[src/rtl/history_buffer.sv]
// Undo/redo history ring of (x, y, colour) entries with an edge-detected command
// interface and a ready/valid held restore port. DEPTH must be a power of two >= 2.
module history_buffer #(
  parameter int DEPTH = 8,
  parameter int X_W   = 8,
  parameter int Y_W   = 8,
  parameter int C_W   = 3,
  localparam int CW   = $clog2(DEPTH + 1)
) (
  input  logic           clk,
  input  logic           rst,
  input  logic           save,
  input  logic           undo,
  input  logic           redo,
  input  logic           clear,
  input  logic [X_W-1:0] x_in,
  input  logic [Y_W-1:0] y_in,
  input  logic [C_W-1:0] color_in,
  input  logic           restore_ready,
  output logic [X_W-1:0] x_out,
  output logic [Y_W-1:0] y_out,
  output logic [C_W-1:0] color_out,
  output logic           restore_valid,
  output logic           restore_is_redo,
  output logic           can_undo,
  output logic           can_redo,
  output logic [CW-1:0]  count,
  output logic [CW-1:0]  redo_cnt,
  output logic           overflow,
  output logic           drop
);

  localparam int PW = (DEPTH > 1) ? $clog2(DEPTH) : 1;
  localparam int EW = X_W + Y_W + C_W;

  typedef logic [PW-1:0] ptr_t;
  typedef logic [CW-1:0] cnt_t;

  localparam cnt_t DEPTH_C = cnt_t'(DEPTH);

  // Previous-cycle samples of the command levels for rising-edge detection
  logic save_p_q, undo_p_q, redo_p_q, clear_p_q;
  logic save_e, undo_e, redo_e, clear_e;

  ptr_t wr_ptr_q, wr_ptr_d;
  cnt_t count_q, count_d;
  cnt_t redo_q, redo_d;
  logic valid_q, valid_d;
  logic is_redo_q, is_redo_d;
  logic overflow_q, overflow_d;
  logic drop_q, drop_d;
  logic [X_W-1:0] x_q, x_d;
  logic [Y_W-1:0] y_q, y_d;
  logic [C_W-1:0] c_q, c_d;

  logic [EW-1:0] mem_q [DEPTH];
  logic [EW-1:0] rd_data;

  logic do_clear, do_save, do_undo, do_redo;
  logic stalled;
  cnt_t live;
  ptr_t w_idx, u_idx, rd_idx;

  assign save_e  = save  & ~save_p_q;
  assign undo_e  = undo  & ~undo_p_q;
  assign redo_e  = redo  & ~redo_p_q;
  assign clear_e = clear & ~clear_p_q;

  assign stalled  = valid_q & ~restore_ready;
  assign can_undo = (count_q > redo_q);
  assign can_redo = (redo_q != '0);
  assign live     = count_q - redo_q;

  // Save target and redo source coincide: the slot just past the live history
  assign w_idx  = wr_ptr_q - ptr_t'(redo_q);
  assign u_idx  = w_idx - ptr_t'(1);
  assign rd_idx = do_redo ? w_idx : u_idx;

  always_comb begin
    do_clear = 1'b0;
    do_save  = 1'b0;
    do_undo  = 1'b0;
    do_redo  = 1'b0;
    drop_d   = 1'b0;
    if (clear_e) begin
      do_clear = 1'b1;
      drop_d   = save_e | undo_e | redo_e;
    end else if (stalled) begin
      drop_d = save_e | undo_e | redo_e;
    end else if (save_e) begin
      do_save = 1'b1;
      drop_d  = undo_e | redo_e;
    end else if (undo_e) begin
      do_undo = can_undo;
      drop_d  = ~can_undo | redo_e;
    end else if (redo_e) begin
      do_redo = can_redo;
      drop_d  = ~can_redo;
    end
  end

  always_comb begin
    wr_ptr_d   = wr_ptr_q;
    count_d    = count_q;
    redo_d     = redo_q;
    is_redo_d  = is_redo_q;
    overflow_d = 1'b0;
    x_d        = x_q;
    y_d        = y_q;
    c_d        = c_q;
    valid_d    = valid_q & ~restore_ready;
    if (do_clear) begin
      wr_ptr_d = '0;
      count_d  = '0;
      redo_d   = '0;
      valid_d  = 1'b0;
    end else if (do_save) begin
      wr_ptr_d   = w_idx + ptr_t'(1);
      redo_d     = '0;
      overflow_d = (live == DEPTH_C);
      count_d    = (live == DEPTH_C) ? DEPTH_C : live + cnt_t'(1);
    end else if (do_undo || do_redo) begin
      {x_d, y_d, c_d} = rd_data;
      valid_d   = 1'b1;
      is_redo_d = do_redo;
      redo_d    = do_redo ? redo_q - cnt_t'(1) : redo_q + cnt_t'(1);
    end
  end

  // Entry storage is deliberately unreset; count = 0 hides stale contents
  always_ff @(posedge clk) begin
    if (do_save) begin
      mem_q[w_idx] <= {x_in, y_in, color_in};
    end
  end

  assign rd_data = mem_q[rd_idx];

  always_ff @(posedge clk or posedge rst) begin
    if (rst) begin
      save_p_q   <= 1'b0;
      undo_p_q   <= 1'b0;
      redo_p_q   <= 1'b0;
      clear_p_q  <= 1'b0;
      wr_ptr_q   <= '0;
      count_q    <= '0;
      redo_q     <= '0;
      valid_q    <= 1'b0;
      is_redo_q  <= 1'b0;
      overflow_q <= 1'b0;
      drop_q     <= 1'b0;
      x_q        <= '0;
      y_q        <= '0;
      c_q        <= '0;
    end else begin
      save_p_q   <= save;
      undo_p_q   <= undo;
      redo_p_q   <= redo;
      clear_p_q  <= clear;
      wr_ptr_q   <= wr_ptr_d;
      count_q    <= count_d;
      redo_q     <= redo_d;
      valid_q    <= valid_d;
      is_redo_q  <= is_redo_d;
      overflow_q <= overflow_d;
      drop_q     <= drop_d;
      x_q        <= x_d;
      y_q        <= y_d;
      c_q        <= c_d;
    end
  end

  assign x_out           = x_q;
  assign y_out           = y_q;
  assign color_out       = c_q;
  assign restore_valid   = valid_q;
  assign restore_is_redo = is_redo_q;
  assign count           = count_q;
  assign redo_cnt        = redo_q;
  assign overflow        = overflow_q;
  assign drop            = drop_q;

endmodule

[config.mk]
export PLATFORM = sky130hd
export DESIGN_NAME = history_buffer
export DESIGN_NICKNAME = d
export VERILOG_FILES = /design/src/rtl/history_buffer.sv
export SDC_FILE = /design/constraint.sdc
export NUM_CORES = 1
export LEC_CHECK = 0
export ABC_AREA = 1
export BUFFER_PORTS_ARGS = -buffer_cell sky130_fd_sc_hd__clkbuf_2
export CAP_MARGIN = 20
export CORE_MARGIN = 4
export CORE_UTILIZATION = 30
export DETAILED_ROUTE_END_ITERATION = 6
export GPL_TIMING_DRIVEN = 0
export PLACE_DENSITY = 0.46
export SYNTH_ARGS = -nofsm -noshare
export SYNTH_HDL_FRONTEND = slang
export SYNTH_SLANG_ARGS = --single-unit
[constraint.sdc]
create_clock -name clk -period 2.5 [get_ports clk]
set_input_delay 0.375 -clock clk [delete_from_list [all_inputs] [get_ports clk]]
set_output_delay 0.375 -clock clk [all_outputs]
set_load 0.005 [all_outputs]
==> results.md <==
* Outcome: finished, final reports clean
* Clock Pin Slew Worst Setup and Hold Paths at 0.07 ns
* Final setup violation count at 0
* Period utilization at 0.997
* Total die area at 31200 µm²
* H-tree Lvls at 4
* Async SR Flop Fraction at 0.200
* Post-synthesis sequential area ratio at 0.646
* WL per Instance at 17.0 µm
* Post-route clock skew at 0.0107 ns
* Length of the first detailed-routing pass in iterations at 4
* Post-detailed-route count of antenna-violating nets at 0
* Crit path setup slack, layout at 0.00700 ns
* Number of primary I/O pins at 59
* Number of clock sinks at 190
* Effective utilization at floorplan at 0.306
* Via count of the first global-routing pass at 5587
* Most used cells in the layout excluding fill and tap cells: 152 x sky130_fd_sc_hd__edfxtp_1, 149 x sky130_fd_sc_hd__nand2_1, 133 x sky130_fd_sc_hd__nand3_1, 122 x sky130_fd_sc_hd__inv_1, 63 x sky130_fd_sc_hd__clkbuf_2
* Kind of end point of the critical path: flip-flop
* Detailed-placement wirelength estimate at 14600 µm
* Number of warning messages in the yosys log at 0
* Cells after synthesis at 795
* Filler cell count in the final layout at 2793
* Number of cell rows at 61
* Average footprint of a synthesized cell at 10.7 µm²
* Number of cells traversed by the worst hold path at 1
* First-pass GRT wire length at 33200 µm
* Number of placed instances, taps included at 1239
* Buffer cell driving the clock tree root: sky130_fd_sc_hd__clkbuf_16
* Maximum number of pins on one net before global-route repair at 34
* Clock latency of the later-clocked register in the worst-skew pair at 0.42 ns
* Reg2Reg Setup Slack at 0.007 ns
* Classification of the worst setup path: flip-flop to flip-flop
* Main synth FF type: sky130_fd_sc_hd__edfxtp_1
* Number of antenna violations at the first check in global routing at 0
* Critical path startpoint: wr_ptr_q[0]
* Placement-stage worst setup slack at -0.637 ns
* Total GRT Usage at 0.140
* DIE WIDTH at 177 µm
* Hold Vio Cnt, Final at 0
* Worst slew margin relative to its limit at 0.495
* Number of slew-limit violations in the final report at 0
* Count of state elements after synthesis at 190
* Vias per cell at 4.53
* Num CTS Buffers at 17
* CP endpoint: x_out[0]
* Launch point of the worst reg-to-reg path: wr_ptr_q[0]
* Upper clock frequency limit at 0.401 GHz
* R2R Path End: x_out[0]
* Final-layout worst hold slack at 0.0727 ns
* Number of nets produced by synthesis at 834
* Max Root-Sink Buffers at 2
* Slew at the pin with the worst max-slew slack at 0.758 ns
* Height of the chip at 177 µm
* CTS tree: yes
* Total Routed Length at 22000 µm
* Setup TNS at 0 ns
* Detailed-route via count at 5847
* EDFF count, synth at 152
* Final cell count without fillers at 1292
* Clock period minus worst slack at 2.49 ns
* Residual overflow from global routing at 0
* Class of the tightest hold or removal check: input port to flip-flop
* Area of the core at 27900 µm²
* Max-cap violation count at 0
* Final Wtd Congestion at 0.756
* Worst setup SP type: flip-flop
* Arrival time of data at the critical path endpoint at 2.81 ns
* Area Overhead vs Synth at 24.3%
* DRC Markers at 0
* DRT iter0 DRCs at 445
* Share of post-route cells with drive strength above 1 at 0.231
* Antenna Cells at 0
* Post-synth cell types at 30
* Worst reg2reg path depth at 15
* Post-synth design cell area at 8530 µm²
* RSZ-0062 raised after global routing: true
* Maximum fanout encountered on the critical timing path at 5
* Total number of nets in the final design at 941
* Leading cell type in the layout, fill and taps excluded: sky130_fd_sc_hd__edfxtp_1
* Port-buffer cells at 58
* Required @ worst endpoint at 2.82 ns
-- cells in the mapped netlist (all sizes together), types with 2 or more instances --
library cell,count,share of area
buf,24,0.015
fa,2,0.0047
nand3b,57,0.050
a21oi,7,0.0045
nand4,2,0.0015
o21ai,15,0.0088
nor2,16,0.0073
dfrtp,38,0.11
edfxtp,152,0.53
clkbuf,15,0.0066
ha,11,0.016
nand3,159,0.093
xnor2,2,0.0029
inv,127,0.056
o31ai,2,0.0018
xor2,9,0.015
nand2,153,0.068
-- timing repair --
| item | 4_1_cts | 5_1_grt |
|---|---|---|
| setup buffers | 9 | 10 |
| setup endpoints to repair | 175 | 92 |
| pin swaps | 5 | 10 |
| hold buffers | 1 | 0 |
| gates cloned | 0 | 2 |
| resized for setup | 58 | 43 |
| endpoints found under the hold margin | 5 | 0 |
-- through the flow --
stage                util  cell area (µm²)
floorplan               -             8540
global placement    0.333             9310
detailed placement  0.338             9460
CTS                 0.370            10300
global route        0.380            10600
finish              0.380            10600
-- final cells by class --
cell class / instances / area, µm² / area share
clock buffers: 19 / 433 / 0.0408
clock inverters: 12 / 155 / 0.0146
repair buffers: 88 / 663 / 0.0625
multi-input cells: 439 / 2610 / 0.246
well taps: 378 / 473 / 0.0446
plain buffers: 39 / 270 / 0.0255
inverters: 127 / 479 / 0.0452
flip-flops and latches: 190 / 5520 / 0.520
-- per-layer routing --
metal | track usage | routed length (µm)
met5 | 0 | 0
met4 | 0.0335 | 169
met3 | 0.0256 | 1050
met2 | 0.219 | 10300
met1 | 0.204 | 10500
-- worst min path at each step --
stage,slack (ns),to,from
floorplan,0.41,clear_p_q,clear
global placement,0.47,x_out[7],x_out[7]
detailed placement,0.26,x_out[4],rst
CTS,0.06,redo_p_q,redo
global route,0.06,redo_p_q,redo
finish,0.07,redo_p_q,redo
-- worst max-delay path: stages, from the launching register on --
cell and delay (ns):
sky130_fd_sc_hd__dfrtp_1 0.38, sky130_fd_sc_hd__inv_2 0.07, sky130_fd_sc_hd__ha_4 0.12, sky130_fd_sc_hd__inv_2 0.03
sky130_fd_sc_hd__fa_2 0.59, sky130_fd_sc_hd__inv_4 0.07, sky130_fd_sc_hd__ha_4 0.26, sky130_fd_sc_hd__inv_2 0.03
sky130_fd_sc_hd__nand2_1 0.07, sky130_fd_sc_hd__o21ai_2 0.06, sky130_fd_sc_hd__buf_6 0.16, sky130_fd_sc_hd__buf_12 0.14
sky130_fd_sc_hd__nand3_1 0.11, sky130_fd_sc_hd__nand3_2 0.12, sky130_fd_sc_hd__nand3_1 0.11, sky130_fd_sc_hd__nand2_1 0.06
-- cells by family after synthesis --
kind of cell / share of synthesized area
adders and majority gates: 0.0208
and+or+nand+nor: 0.221
AOI/OAI and AO/OA: 0.0176
xor gates and xnor gates: 0.0174
DFF: 0.646
buffers and inverters: 0.0771
-- registers in the layout, indices dropped and copies added, names as in the netlist, 3 cells and up --
register	flops
mem_q	152
x_out	8
y_out	8
count	4
redo_cnt	4
color_out	3
wr_ptr_q	3
Power is left out: the tool's default activity adds up to more than one toggle a clock period on the data nets, which glitch-free logic cannot reach.
